===== src/rtl/uart_cmd_ctrl_pkg.sv =====
// Shared definitions for the UART command controller: default opcodes, read
// timeout and timer width, and the FSM state encodings.
package uart_cmd_pkg;

   localparam logic [7:0] CMD_WR_DEF     = 8'hAA;
   localparam logic [7:0] CMD_RD_DEF     = 8'hBB;
   localparam int         RD_TIMEOUT_DEF = 15;

   // The count can land on the timeout value itself on the expiry edge.
   function automatic int tmr_width(input int timeout);
      return (timeout < 1) ? 1 : $clog2(timeout + 1);
   endfunction

   localparam int TMR_W = tmr_width(RD_TIMEOUT_DEF);

   typedef logic [2:0] state_t;

   localparam state_t ST_IDLE    = 3'd0;
   localparam state_t ST_WR_ADDR = 3'd1;
   localparam state_t ST_WR_DATA = 3'd2;
   localparam state_t ST_RD_ADDR = 3'd3;
   localparam state_t ST_RD_WAIT = 3'd4;
   localparam state_t ST_TX_SEND = 3'd5;

endpackage


===== src/rtl/uart_cmd_ctrl_if.sv =====
// Bundle of UART receive, register-file and UART transmit signals around the
// command controller; master is the controller, slave is its environment.
interface uart_cmd_ctrl_if #(
   parameter int DATA_WIDTH = 8,
   parameter int ADDR_WIDTH = 4
);
   logic [DATA_WIDTH-1:0] RX_P_DATA;
   logic                  RX_D_VLD;
   logic                  RX_PAR_ERR;
   logic                  RX_STP_ERR;

   logic                  RF_WrEn;
   logic                  RF_RdEn;
   logic [ADDR_WIDTH-1:0] RF_Address;
   logic [DATA_WIDTH-1:0] RF_WrData;
   logic [DATA_WIDTH-1:0] RF_RdData;
   logic                  RF_RdData_VLD;

   logic [DATA_WIDTH-1:0] TX_P_DATA;
   logic                  TX_D_VLD;
   logic                  TX_BUSY;
   logic                  CMD_ERR;

   modport master (
      input  RX_P_DATA, RX_D_VLD, RX_PAR_ERR, RX_STP_ERR,
      input  RF_RdData, RF_RdData_VLD, TX_BUSY,
      output RF_WrEn, RF_RdEn, RF_Address, RF_WrData,
      output TX_P_DATA, TX_D_VLD, CMD_ERR
   );

   modport slave (
      output RX_P_DATA, RX_D_VLD, RX_PAR_ERR, RX_STP_ERR,
      output RF_RdData, RF_RdData_VLD, TX_BUSY,
      input  RF_WrEn, RF_RdEn, RF_Address, RF_WrData,
      input  TX_P_DATA, TX_D_VLD, CMD_ERR
   );

endinterface


===== src/rtl/uart_cmd_ctrl_timer.sv =====
// Read-wait timeout counter: synchronous clear, count enable, and a terminal
// count that flags the last waiting cycle before the timeout expires.
module uart_cmd_timer
   import uart_cmd_pkg::*;
#(
   parameter int WIDTH    = TMR_W,
   parameter int TERMINAL = RD_TIMEOUT_DEF
) (
   input  logic CLK,
   input  logic RST,
   input  logic i_clr,
   input  logic i_en,
   output logic o_tc
);

   logic [WIDTH-1:0] r_count;

   always_ff @(posedge CLK or posedge RST) begin
      if (RST) begin
         r_count <= '0;
      end else if (i_clr) begin
         r_count <= '0;
      end else if (i_en) begin
         r_count <= r_count + 1'b1;
      end
   end

   assign o_tc = (r_count == WIDTH'(TERMINAL - 1));

endmodule


===== src/rtl/uart_cmd_ctrl.sv =====
// UART command controller: parses AA/BB write/read frames into register-file
// strobes and returns read data to the UART transmitter.
// Define UART_CMD_ERR_ABORT_EN to abort a frame on any byte with a parity/stop error.
module uart_cmd_ctrl
   import uart_cmd_pkg::*;
#(
   parameter int                    DATA_WIDTH = 8,
   parameter int                    ADDR_WIDTH = 4,
   parameter logic [DATA_WIDTH-1:0] CMD_WR     = CMD_WR_DEF,
   parameter logic [DATA_WIDTH-1:0] CMD_RD     = CMD_RD_DEF,
   parameter int                    RD_TIMEOUT = RD_TIMEOUT_DEF
) (
   input  logic            CLK,
   input  logic            RST,
   uart_cmd_ctrl_if.master bus
);

   localparam int TW = tmr_width(RD_TIMEOUT);

   state_t                r_state;
   logic [ADDR_WIDTH-1:0] r_addr;
   logic [DATA_WIDTH-1:0] r_tx_data;
   logic                  r_rf_wren;
   logic                  r_rf_rden;
   logic [ADDR_WIDTH-1:0] r_rf_addr;
   logic [DATA_WIDTH-1:0] r_rf_wrdata;
   logic [DATA_WIDTH-1:0] r_tx_p_data;
   logic                  r_tx_d_vld;
   logic                  r_cmd_err;

   logic w_byte_err;
   logic w_parsing;
   logic w_abort;
   logic w_tmr_clr;
   logic w_tmr_en;
   logic w_tmr_tc;

`ifdef UART_CMD_ERR_ABORT_EN
   assign w_byte_err = bus.RX_PAR_ERR | bus.RX_STP_ERR;
`else
   logic w_unused_err;
   assign w_unused_err = bus.RX_PAR_ERR | bus.RX_STP_ERR;
   assign w_byte_err   = 1'b0;
`endif

   // Only frame-building states may be aborted; RD_WAIT/TX_SEND drop bytes anyway.
   assign w_parsing = (r_state == ST_IDLE)    || (r_state == ST_WR_ADDR) ||
                      (r_state == ST_WR_DATA) || (r_state == ST_RD_ADDR);
   assign w_abort   = bus.RX_D_VLD && w_byte_err && w_parsing;
   assign w_tmr_clr = (r_state == ST_RD_ADDR) && bus.RX_D_VLD && !w_byte_err;
   assign w_tmr_en  = (r_state == ST_RD_WAIT);

   uart_cmd_timer #(
      .WIDTH    (TW),
      .TERMINAL (RD_TIMEOUT)
   ) u_timer (
      .CLK   (CLK),
      .RST   (RST),
      .i_clr (w_tmr_clr),
      .i_en  (w_tmr_en),
      .o_tc  (w_tmr_tc)
   );

   always_ff @(posedge CLK or posedge RST) begin
      if (RST) begin
         r_state     <= ST_IDLE;
         r_addr      <= '0;
         r_tx_data   <= '0;
         r_rf_wren   <= 1'b0;
         r_rf_rden   <= 1'b0;
         r_rf_addr   <= '0;
         r_rf_wrdata <= '0;
         r_tx_p_data <= '0;
         r_tx_d_vld  <= 1'b0;
         r_cmd_err   <= 1'b0;
      end else begin
         // NOTE: strobes default low every cycle and are raised only by the case below, keeping each pulse one cycle wide.
         r_rf_wren  <= 1'b0;
         r_rf_rden  <= 1'b0;
         r_tx_d_vld <= 1'b0;
         r_cmd_err  <= 1'b0;
         if (w_abort) begin
            r_cmd_err <= 1'b1;
            r_state   <= ST_IDLE;
         end else begin
            case (r_state)
               ST_IDLE: begin
                  if (bus.RX_D_VLD) begin
                     if (bus.RX_P_DATA == CMD_WR)      r_state   <= ST_WR_ADDR;
                     else if (bus.RX_P_DATA == CMD_RD) r_state   <= ST_RD_ADDR;
                     else                              r_cmd_err <= 1'b1;
                  end
               end
               ST_WR_ADDR: begin
                  if (bus.RX_D_VLD) begin
                     r_addr  <= bus.RX_P_DATA[ADDR_WIDTH-1:0];
                     r_state <= ST_WR_DATA;
                  end
               end
               ST_WR_DATA: begin
                  if (bus.RX_D_VLD) begin
                     r_rf_wren   <= 1'b1;
                     r_rf_addr   <= r_addr;
                     r_rf_wrdata <= bus.RX_P_DATA;
                     r_state     <= ST_IDLE;
                  end
               end
               ST_RD_ADDR: begin
                  if (bus.RX_D_VLD) begin
                     r_addr    <= bus.RX_P_DATA[ADDR_WIDTH-1:0];
                     r_rf_rden <= 1'b1;
                     r_rf_addr <= bus.RX_P_DATA[ADDR_WIDTH-1:0];
                     r_state   <= ST_RD_WAIT;
                  end
               end
               ST_RD_WAIT: begin
                  if (bus.RF_RdData_VLD) begin
                     r_tx_data <= bus.RF_RdData;
                     r_state   <= ST_TX_SEND;
                  end else if (w_tmr_tc) begin
                     r_cmd_err <= 1'b1;
                     r_state   <= ST_IDLE;
                  end
               end
               ST_TX_SEND: begin
                  if (!bus.TX_BUSY) begin
                     r_tx_d_vld  <= 1'b1;
                     r_tx_p_data <= r_tx_data;
                     r_state     <= ST_IDLE;
                  end
               end
               default: r_state <= ST_IDLE;
            endcase
         end
      end
   end

   assign bus.RF_WrEn    = r_rf_wren;
   assign bus.RF_RdEn    = r_rf_rden;
   assign bus.RF_Address = r_rf_addr;
   assign bus.RF_WrData  = r_rf_wrdata;
   assign bus.TX_P_DATA  = r_tx_p_data;
   assign bus.TX_D_VLD   = r_tx_d_vld;
   assign bus.CMD_ERR    = r_cmd_err;

endmodule


===== src/flat_wrapper.sv =====
// flat-port wrapper written by rule: the top's interface ports become plain ports
module uart_cmd_ctrl_flat import uart_cmd_pkg::*;
#(
   parameter int                    DATA_WIDTH = 8,
   parameter int                    ADDR_WIDTH = 4,
   parameter logic [DATA_WIDTH-1:0] CMD_WR     = CMD_WR_DEF,
   parameter logic [DATA_WIDTH-1:0] CMD_RD     = CMD_RD_DEF,
   parameter int                    RD_TIMEOUT = RD_TIMEOUT_DEF
)
  (CLK, RST, bus_RX_P_DATA, bus_RX_D_VLD, bus_RX_PAR_ERR, bus_RX_STP_ERR, bus_RF_RdData, bus_RF_RdData_VLD, bus_TX_BUSY, bus_RF_WrEn, bus_RF_RdEn, bus_RF_Address, bus_RF_WrData, bus_TX_P_DATA, bus_TX_D_VLD, bus_CMD_ERR);
  uart_cmd_ctrl_if #(.DATA_WIDTH(DATA_WIDTH), .ADDR_WIDTH(ADDR_WIDTH)) bus_i ();
  input  logic CLK;
  input  logic RST;
  input wire logic [$bits(bus_i.RX_P_DATA)-1:0] bus_RX_P_DATA;
  input wire logic [$bits(bus_i.RX_D_VLD)-1:0] bus_RX_D_VLD;
  input wire logic [$bits(bus_i.RX_PAR_ERR)-1:0] bus_RX_PAR_ERR;
  input wire logic [$bits(bus_i.RX_STP_ERR)-1:0] bus_RX_STP_ERR;
  input wire logic [$bits(bus_i.RF_RdData)-1:0] bus_RF_RdData;
  input wire logic [$bits(bus_i.RF_RdData_VLD)-1:0] bus_RF_RdData_VLD;
  input wire logic [$bits(bus_i.TX_BUSY)-1:0] bus_TX_BUSY;
  output wire logic [$bits(bus_i.RF_WrEn)-1:0] bus_RF_WrEn;
  output wire logic [$bits(bus_i.RF_RdEn)-1:0] bus_RF_RdEn;
  output wire logic [$bits(bus_i.RF_Address)-1:0] bus_RF_Address;
  output wire logic [$bits(bus_i.RF_WrData)-1:0] bus_RF_WrData;
  output wire logic [$bits(bus_i.TX_P_DATA)-1:0] bus_TX_P_DATA;
  output wire logic [$bits(bus_i.TX_D_VLD)-1:0] bus_TX_D_VLD;
  output wire logic [$bits(bus_i.CMD_ERR)-1:0] bus_CMD_ERR;
  assign bus_i.RX_P_DATA = bus_RX_P_DATA;
  assign bus_i.RX_D_VLD = bus_RX_D_VLD;
  assign bus_i.RX_PAR_ERR = bus_RX_PAR_ERR;
  assign bus_i.RX_STP_ERR = bus_RX_STP_ERR;
  assign bus_i.RF_RdData = bus_RF_RdData;
  assign bus_i.RF_RdData_VLD = bus_RF_RdData_VLD;
  assign bus_i.TX_BUSY = bus_TX_BUSY;
  assign bus_RF_WrEn = bus_i.RF_WrEn;
  assign bus_RF_RdEn = bus_i.RF_RdEn;
  assign bus_RF_Address = bus_i.RF_Address;
  assign bus_RF_WrData = bus_i.RF_WrData;
  assign bus_TX_P_DATA = bus_i.TX_P_DATA;
  assign bus_TX_D_VLD = bus_i.TX_D_VLD;
  assign bus_CMD_ERR = bus_i.CMD_ERR;
  uart_cmd_ctrl #(.DATA_WIDTH(DATA_WIDTH), .ADDR_WIDTH(ADDR_WIDTH), .CMD_WR(CMD_WR), .CMD_RD(CMD_RD), .RD_TIMEOUT(RD_TIMEOUT)) u_core (.CLK(CLK), .RST(RST), .bus(bus_i));
endmodule

===== config.mk =====
export PLATFORM = sky130hd
export DESIGN_NAME = uart_cmd_ctrl_flat
export DESIGN_NICKNAME = d
export VERILOG_FILES = /design/src/rtl/uart_cmd_ctrl_pkg.sv /design/src/rtl/uart_cmd_ctrl_if.sv /design/src/rtl/uart_cmd_ctrl_timer.sv /design/src/rtl/uart_cmd_ctrl.sv /design/src/flat_wrapper.sv
export SDC_FILE = /design/constraint.sdc
export NUM_CORES = 1
export LEC_CHECK = 0
export CORE_UTILIZATION = 40
export DETAILED_ROUTE_END_ITERATION = 6
export GPL_ROUTABILITY_DRIVEN = 0
export GPL_TIMING_DRIVEN = 0
export HOLD_SLACK_MARGIN = 0.12
export PLACE_DENSITY = 0.68
export SLEW_MARGIN = 20
export SYNTH_ARGS = -nofsm -noshare
export SYNTH_HDL_FRONTEND = slang
export SYNTH_HIERARCHICAL = 1
export SYNTH_SLANG_ARGS = --single-unit
export TNS_END_PERCENT = 20

===== constraint.sdc =====
create_clock -name CLK -period 2.55 [get_ports CLK]
set_clock_uncertainty 0.15 [all_clocks]
set_input_delay 0.51 -clock CLK [delete_from_list [all_inputs] [get_ports CLK]]
set_output_delay 0.51 -clock CLK [all_outputs]
set_load 0.1 [all_outputs]

==> impl_results.md, run 1 <==
- Status: finished clean
- Total power: 1.50 mW
- Cell Area, Synth: 1830 um2
- Internal power: 1.03 mW
- Final period utilization: 96.3%
- Chip width: 69.6 um
- FP Rows: 24
- 1st-iter DRT viols: 42
- Area after DPL: 2350 um2
- Antenna cells: 0
- Yosys reg bits: 43
- Critical Path, Cell by Cell: clkdlybuf4s50_1
- CP Launch Type: flop
- Number of enable flip-flop cells after synthesis: 0
- Final wirelength: 3620 um
- Hold Fails Final Rpt: 0
- Post-CTS setup buffer count: 0
- Main synth FF type: dfrtp_1
- Slew at the pin with the worst max-slew slack: 992 ps
- Skew-Pair Late Insertion Delay: 290 ps
- Cells after Synth: 134
- Share of layout cells above drive strength 1: 23.5%
- CTS hold repair buffers: 0
- Area grow syn2layout: 33.2%
- Final Max Slew Viols: 0
- Post-CTS sizing: 0
- Global route overflow: 0
- Async SR Flop Fraction: 100%
- CP max stage delay: 1150 ps
- Switch Pwr: 0.469 mW
- Io pins: 47
- Register area share after synthesis: 58.9%
- Initial core utilization: 41.6%
- Clock transition at path regs: 80 ps
- Slowest cell on crit path: clkdlybuf4s50_1
- Min cycle time layout: 2460 ps
- Finished Cell Area: 2430 um2
- First-pass GRT wire length: 6050 um
- Worst-path maximum fanout: 2
- Worst Hold Class: input port to async pin
- Vias: 1190
- All-Layer GR Usage: 16.6%
- DRC: 0
- Final setup vio count: 0
- Unrepaired setup endpoints after global routing: no
- Largest net degree at the start of global routing: 32
- Setup WS pre-CTS: 35.2 ps
- Initial antenna violation count: 0
- Mapped Nets: 159
- DRT antenna net count: 0
- Clk network pwr share: 26.7%
- CTS sink cnt: 43
- Final non-filler cell total: 239
- Floorplan core area: 4380 um2
- PwrDens: 615 nW/um2
- LEAKAGE: 1.11 nW
- Wire length per cell: 15.1 um
- Combinational Power Share: 23.4%
- Via/cell ratio: 4.98
- Sum Neg Setup Slack: 0 ps
- Dpl hpwl: 2720 um
- CP endpoint kind: output port
- CP bufs+invs: 1
- Relative slew margins: 33.7%
- Seq pwr share: 50.0%
- CTS Buf Count: 5
- Vert. Die Dim: 69.6 um
- H-tree levels: 2
- Port bufs: 44
- Setup WS post-layout: 93.2 ps
- CP required: 1890 ps
- Mean Syn Cell Area: 13.6 um2
- Final hold slack: 309 ps
- CP Class: flop to output port
- VDD IR max: 0.328 mV
- Clock buffer depth: 2
- Delay-heaviest family, CP: buffers and inverters
- Total of max-cap violations: 0
- Pre-antenna DRT Iters: 4
- Yosys cell types: 35
- Fin nets: 211
- Final core occ: 55.5%
- Switching share of power: 31.4%
- Die footprint: 4840 um2
- CP arrival: 1800 ps
- Warnings, synthesis: 6
- Placed insts: 231
- Max Fclk: 407 MHz
- CTS tree: built
- CTS root buffer: clkbuf_8
- Vias in the first global route: 1239
[placed cells by master (no fill, tap or decap), drive strengths merged, types with 2 or more instances in the layout]
| cell | count |
|---|---|
| buf | 4 |
| clkbuf | 7 |
| clkdlybuf4s50 | 44 |
| dfrtp | 43 |
| ha | 2 |
| inv | 7 |
| mux2 | 29 |
| mux2i | 4 |
| nand2 | 4 |
| nand3 | 2 |
| nand3b | 5 |
| nor2 | 6 |
| o21ai | 8 |
[kinds of logic after synthesis]
family | share of synthesized area, %
adders and majority gates | 1.37
muxes | 20.3
AOI/OAI and AO/OA | 4.73
and+or+nand+nor | 10.8
xor gates and xnor gates | 0.960
DFF | 58.9
buffers and inverters | 2.95
[cells in the mapped netlist (2+ instances only)]
| cell type | n | area, um2 |
|---|---|---|
| nor2_1 | 5 | 18.8 |
| inv_1 | 7 | 26.3 |
| nand3b_1 | 5 | 37.5 |
| o21ai_0 | 8 | 40.0 |
| dfrtp_1 | 43 | 1080 |
| nand2_1 | 4 | 15.0 |
| mux2_2 | 28 | 315 |
| buf_6 | 2 | 22.5 |
| mux2i_1 | 4 | 40.0 |
| nand3_1 | 2 | 10.0 |
| ha_1 | 2 | 25.0 |
[layer usage]
layer / vias to the layer above / global-route usage [%] / wire, um
li1: 575 / - / -
met4: 0 / 5.44 / 24
met3: 2 / 6.54 / 188
met2: 29 / 26.6 / 1850
met5: - / 0 / 0
met1: 584 / 20.3 / 1560
[registers in the layout, summed over array words and instances (netlist names)]
signal and count:
u_core/r_state 3, u_core/bus.RF_RdEn 1, u_core/bus.RF_Address 4, u_core/bus.CMD_ERR 1, u_core/bus.TX_D_VLD 1, u_core/bus.RF_WrData 8
u_core/bus.TX_P_DATA 8, u_core/bus.RF_WrEn 1, u_core/u_timer/r_count 4, u_core/r_addr 4, u_core/r_tx_data 8
[final timing paths]
kind / cells past startpoint / slack [ps] / to / start
setup / recovery: 1 / 90 / bus_RF_WrData[6] / u_core/bus.RF_WrData[6]
setup reg to reg: 5 / 180 / u_core/r_tx_data[6] / u_core/r_state[1]
max in group asynchronous: 3 / 1480 / u_core/bus.TX_P_DATA[0] / RST
min in group CLK: 2 / 340 / u_core/bus.RF_Address[2] / u_core/bus.RF_Address[2]
hold / removal: 2 / 310 / u_core/u_timer/r_count[3] / RST
hold reg to reg: 2 / 340 / u_core/bus.RF_Address[2] / u_core/bus.RF_Address[2]
[power groups by stage]
stage / clock network [mW] / registers [mW] / logic, mW
2_1_floorplan: 0 / 0.929 / 0.0708
3_3_place_gp: 0 / 0.757 / 0.342
3_5_place_dp: 0 / 0.761 / 0.352
4_1_cts: 0.417 / 0.748 / 0.353
5_1_grt: 0.464 / 0.753 / 0.366
6_report: 0.399 / 0.748 / 0.350
[final cells by class]
class                      instances  area [um2]
buffer                             3        27.5
clock buffer                       7        76.3
clock inverter                     1        5.00
fill                             367        1950
inverter                           7        26.3
multi-input combinational         81         696
sequential                        43        1080
tap                               52        65.1
timing repair buffer              45         460
Note: power is estimated with default switching activity, not from simulation.
==> inputs of run 2 (changes only) <==
- PLACE_DENSITY: 0.68 -> default
- PLACE_DENSITY_LB_ADDON: default -> 0.08
==> run 2 against run 1 <==
Net effect:
- register-to-register slack barely moved
- sequential power is essentially flat
- hold slack better by 4.5 ps
- critical endpoint is now bus_TX_P_DATA[5]
- setup slack improved by 0.58 ps
- core utilization rose by 0.74 points
- cell area is 1.3% higher
- die area unchanged
==> impl_results.md, run 2 (synthesized netlist as in run 1, its figures left out) <==
- Slowest cell on crit path: clkdlybuf4s50_1
- Port bufs: 44 (unchanged)
- Floorplan core area: 4380 um2 (unchanged)
- Seq pwr share: 46.6% (-3.4 points)
- Setup WS post-layout: 93.8 ps (+0.576 ps)
- Fin nets: 211 (unchanged)
- Dpl hpwl: 2670 um (-2.0%)
- CTS sink cnt: 43 (unchanged)
- Final setup vio count: 0 (unchanged)
- WP depth: 1 (unchanged)
- Sum Neg Setup Slack: 0 ps (unchanged)
- Share of layout cells above drive strength 1: 24.2% (+0.66 points)
- Switch Pwr: 0.481 mW (+2.4%)
- Placed insts: 231 (unchanged)
- All-Layer GR Usage: 17.4% (+0.88 points)
- Hold Fails Final Rpt: 0 (unchanged)
- Skew-Pair Late Insertion Delay: 290 ps (about the same)
- Clock buffer depth: 2 (unchanged)
- Reg-to-reg setup timing slack: 180 ps (about the same)
- Total power: 1.60 mW (+7.1%)
- Most frequent cells in the layout: 44 x clkdlybuf4s50_1, 43 x dfrtp_1, 28 x mux2_2
- First-pass GRT wire length: 6480 um (+7.1%)
- Clock transition at path regs: 70 ps (about the same)
- Unrepaired setup endpoints after global routing: no
- CTS hold repair buffers: 0 (unchanged)
- Initial core utilization: 41.6% (unchanged)
- Via/cell ratio: 5.21 (+4.6%)
- Setup WS pre-CTS: 4.60 ps (-30.6 ps)
- Final wirelength: 3630 um (+0.14%)
- Final hold slack: 314 ps (+4.53 ps)
- Worst Hold Class: input port to async pin
- Critical Path, Cell by Cell: clkdlybuf4s50_1
- Clk network pwr share: 31.6% (+4.9 points)
- Combinational Power Share: 21.9% (-1.5 points)
- Die footprint: 4840 um2 (unchanged)
- CP max stage delay: 1150 ps (about the same)
- DRT antenna net count: 0 (unchanged)
- Area grow syn2layout: 35.0%
- Chip width: 69.6 um (unchanged)
- Antenna cells: 0 (unchanged)
- Wire length per cell: 15.2 um (+0.56%)
- Min cycle time layout: 2460 ps (-0.576 ps)
- Io pins: 47 (unchanged)
- Final non-filler cell total: 238 (-0.42%)
- CP Launch Point: u_core/bus.TX_P_DATA[5]
- Post-CTS setup buffer count: 0 (unchanged)
- CP endpoint kind: output port
- CP Launch Type: flop
- Delay-heaviest family, CP: buffers and inverters
- Final core occ: 56.2% (+0.74 points)
- DRC: 0 (unchanged)
- Commonest non-fill, non-tap cell in the layout: clkdlybuf4s50_1
- CP Capture Point: bus_TX_P_DATA[5]
- Final Max Slew Viols: 0 (unchanged)
- 1st-iter DRT viols: 83 (+98%)
- CP Class: flop to output port
- R2R Path End: u_core/r_tx_data[2]
- Area occupied by multi-input gates: 696 um2 (unchanged)
- CP bufs+invs: 1 (unchanged)
- Pre-antenna DRT Iters: 4 (unchanged)
- Max Fclk: 407 MHz (about the same)
- LEAKAGE: 1.12 nW (+1.0%)
- CP arrival: 1800 ps (about the same)
- Finished Cell Area: 2460 um2 (+1.3%)
- Final period utilization: 96.3% (about the same)
- Vias: 1240 (+4.2%)
- CTS Buf Count: 5 (unchanged)
- Relative slew margins: 34.1% (+0.42 points)
- Area after DPL: 2360 um2 (+0.32%)
- FP Rows: 24 (unchanged)
- VDD IR max: 0.456 mV (+39%)
- Vert. Die Dim: 69.6 um (unchanged)
- Fillcell total: 389 (+6.0%)
- Status: finished clean
- Initial antenna violation count: 0 (unchanged)
- FF-to-FF path depth: 5 (unchanged)
- CP required: 1890 ps (about the same)
- Largest net degree at the start of global routing: 21 (-34%)
- CTS tree: built
- FF/Latch Area: 1080 um2 (unchanged)
- Global route overflow: 0 (unchanged)
- H-tree levels: 2 (unchanged)
- Total of max-cap violations: 0 (unchanged)
- Switching share of power: 30.0% (-1.4 points)
- Vias in the first global route: 1376 (+11%)
- Origin of the critical flop-to-flop path: u_core/r_state[1]
- Internal power: 1.12 mW (+9.3%)
- PwrDens: 651 nW/um2 (+5.7%)
- Slew at the pin with the worst max-slew slack: 985 ps (-6.32 ps)
- Post-CTS sizing: 0 (unchanged)
- Worst-path maximum fanout: 2 (unchanged)
- CTS root buffer: clkbuf_8
==> run 2: worst min-delay path by stage <==
stage / from / end / slack [ps]
6_report: RST / u_core/u_timer/r_count[3] / 310
5_1_grt: RST / u_core/u_timer/r_count[0] / 330
4_1_cts: RST / u_core/u_timer/r_count[1] / 310
3_5_place_dp: u_core/bus.RF_Address[1] / u_core/bus.RF_Address[1] / 330
3_3_place_gp: u_core/bus.RF_Address[0] / u_core/bus.RF_Address[0] / 310
2_1_floorplan: RST / u_core/u_timer/r_count[0] / 130
==> run 2: power by group through the flow <==
stage	Clock [mW]	Combinational (mW)	Sequential (mW)
final	0.506	0.351	0.747
after detailed placement	0	0.354	0.760
after CTS	0.528	0.355	0.748
after global routing	0.559	0.369	0.753
after global placement	0	0.341	0.757
after floorplan	0	0.0708	0.929
==> run 2: per-layer routing <==
metal / global-route usage, % / wire length [um] / vias up
met5: 0 / 0 / -
met4: 6.80 / 55 / 0
li1: - / - / 577
met2: 29.9 / 1890 / 32
met1: 20.3 / 1490 / 626
met3: 5.38 / 187 / 5
==> run 2: final cells by class <==
| type | instances | area share [%] |
|---|---|---|
| flip-flops and latches | 43 | 43.7 |
| multi-input cells | 81 | 28.2 |
| repair buffers | 45 | 19.0 |
| clock buffers | 5 | 2.79 |
| well taps | 52 | 2.64 |
| clock inverters | 2 | 1.52 |
| plain buffers | 3 | 1.12 |
| inverters | 7 | 1.07 |
==> inputs of run 3 (changes only) <==
- CELL_PAD_IN_SITES_DETAIL_PLACEMENT: default -> 0
- CELL_PAD_IN_SITES_GLOBAL_PLACEMENT: default -> 1
- CORE_UTILIZATION: 40 -> 38
- SLEW_MARGIN: 20 -> 5
==> run 3 against run 2 <==
Net effect:
- the run now ends with DRC left
- global-route usage shrank 1.5 points
- setup slack worse by 4.2 ps
- first-iteration DRC count decreased by 71%
- register-to-register slack gained 20 ps
- final cell count stayed put
- clock power up 8.5%
- critical endpoint is now bus_TX_P_DATA[6]
- largest power group unchanged
- highest routed layer unchanged
==> impl_results.md, run 3 (synthesized netlist as in run 1, its figures left out) <==
- Status: finished with violations
- Failing checks: DRC
- Floorplan core area: 4470 um2 (+2.1%)
- Fin nets: 210 (-0.47%)
- Final hold slack: 295 ps (-18.3 ps)
- 1st-iter DRT viols: 24 (-71%)
- CP Class: flop to output port
- All-Layer GR Usage: 15.9% (-1.5 points)
- H-tree levels: 2 (unchanged)
- Skew-Pair Late Insertion Delay: 290 ps (about the same)
- Dpl hpwl: 2530 um (-5.1%)
- Min cycle time layout: 2460 ps (+4.20 ps)
- Area grow syn2layout: 34.1%
- CP max stage delay: 1150 ps (about the same)
- Share of layout cells above drive strength 1: 24.2% (unchanged)
- Post-CTS setup buffer count: 0 (unchanged)
- FP Rows: 24 (unchanged)
- CTS Buf Count: 5 (unchanged)
- Unrepaired setup endpoints after global routing: no
- Final wirelength: 3580 um (-1.2%)
- Port bufs: 44 (unchanged)
- Worst-path maximum fanout: 2 (unchanged)
- Final setup vio count: 0 (unchanged)
- Vias in the first global route: 1290 (-6.3%)
- Final core occ: 54.7% (-1.5 points)
- Origin of the critical flop-to-flop path: u_core/r_state[1]
- Pre-antenna DRT Iters: 6 (+2)
- Chip width: 71.3 um (+2.5%)
- FF-to-FF path depth: 5 (unchanged)
- Wire length per cell: 15.0 um (-1.2%)
- Antenna cells: 0 (unchanged)
- Worst Hold Class: input port to async pin
- CTS hold repair buffers: 0 (unchanged)
- CP Launch Type: flop
- Relative slew margins: 33.6% (-0.53 points)
- Vert. Die Dim: 71.3 um (+2.5%)
- CTS sink cnt: 43 (unchanged)
- Post-CTS sizing: 0 (unchanged)
- CP required: 1890 ps (about the same)
- CTS tree: built
- VDD IR max: 0.440 mV (-3.6%)
- Slowest cell on crit path: clkdlybuf4s50_1
- Most frequent cells in the layout: 44 x clkdlybuf4s50_1, 43 x dfrtp_1, 28 x mux2_2
- DRT antenna net count: 0 (unchanged)
- Delay-heaviest family, CP: buffers and inverters
- LEAKAGE: 1.12 nW (-0.15%)
- CP Launch Point: u_core/bus.TX_P_DATA[6]
- Max Fclk: 406 MHz (-0.17%)
- CP Capture Point: bus_TX_P_DATA[6]
- Final non-filler cell total: 238 (unchanged)
- Largest net degree at the start of global routing: 40 (+90%)
- WP depth: 1 (unchanged)
- R2R Path End: u_core/r_tx_data[6]
- Initial core utilization: 40.8% (-0.84 points)
- Via/cell ratio: 4.97 (-4.7%)
- Hold Fails Final Rpt: 0 (unchanged)
- Final period utilization: 96.5% (+0.16 points)
- First-pass GRT wire length: 6160 um (-4.9%)
- Critical Path, Cell by Cell: clkdlybuf4s50_1
- PwrDens: 670 nW/um2 (+2.9%)
- Reg-to-reg setup timing slack: 200 ps (+20 ps)
- CP bufs+invs: 1 (unchanged)
- Initial antenna violation count: 0 (unchanged)
- DRC: 1 (+1)
- CP arrival: 1800 ps (about the same)
- Vias: 1182 (-4.7%)
- Final Max Slew Viols: 0 (unchanged)
- Clock transition at path regs: 80 ps (about the same)
- Die footprint: 5090 um2 (+5.1%)
- Commonest non-fill, non-tap cell in the layout: clkdlybuf4s50_1
- CP endpoint kind: output port
- Clock buffer depth: 2 (unchanged)
- Placed insts: 230 (-0.43%)
- CTS root buffer: clkbuf_8
- Global route overflow: 0 (unchanged)
- Io pins: 47 (unchanged)
- Total of max-cap violations: 0 (unchanged)
- Slew at the pin with the worst max-slew slack: 993 ps (+7.87 ps)
-- run 3: changes by cell type in the layout (fill, tap and decap cells not counted), sizes merged --
cell	previous run	this run
clkinv	0	1
clkinvlp	1	0
buf	4	3
clkbuf	5	6
-- run 3: worst min-delay path by stage --
| stage | from | to | slack [ps] | cells after the start |
|---|---|---|---|---|
| final | RST | u_core/u_timer/r_count[3] | 300 | 2 |
| after global routing | RST | u_core/u_timer/r_count[1] | 330 | 2 |
| after CTS | RST | u_core/u_timer/r_count[0] | 290 | 2 |
| after detailed placement | u_core/bus.RF_Address[0] | u_core/bus.RF_Address[0] | 320 | 2 |
| after global placement | u_core/bus.RF_Address[0] | u_core/bus.RF_Address[0] | 310 | 2 |
| after floorplan | RST | u_core/u_timer/r_count[0] | 130 | 1 |
-- run 3: power breakdown --
group	leakage (nW)	internal [mW]	switching, mW	total (mW)
Combinational	0.487	0.109	0.235	0.344
Sequential	0.573	0.723	0.0240	0.747
Clock	0.0612	0.317	0.232	0.549
-- run 3: cell type report --
| cell class | instances | area, um2 |
|---|---|---|
| buffer | 3 | 27.5 |
| timing repair buffer | 44 | 440 |
| tap | 52 | 65.1 |
| clock inverter | 2 | 35.0 |
| fill | 369 | 2030 |
| sequential | 43 | 1080 |
| inverter | 7 | 26.3 |
| clock buffer | 6 | 82.6 |
| multi-input combinational | 81 | 696 |
-- run 3: metal layers --
metal  vias to the layer above  share of wire [%]  track usage (%)
met5                         -                  0                0
met4                         0               0.70             5.11
met3                         4                5.1             5.49
met2                        28                 50             26.6
met1                       574                 44             19.3
li1                        576                  -                -
-- run 3: per-stage QoR --
step	area [um2]	power, mW	setup slack (ps)	setup TNS (ps)
floorplan	1830	1.00	490	0
global placement	2330	1.10	8.24	0
detailed placement	2330	1.11	-3.33	-3.33
CTS	2450	1.66	70.9	0
global route	2450	1.71	16.1	0
finish	2450	1.64	89.6	0
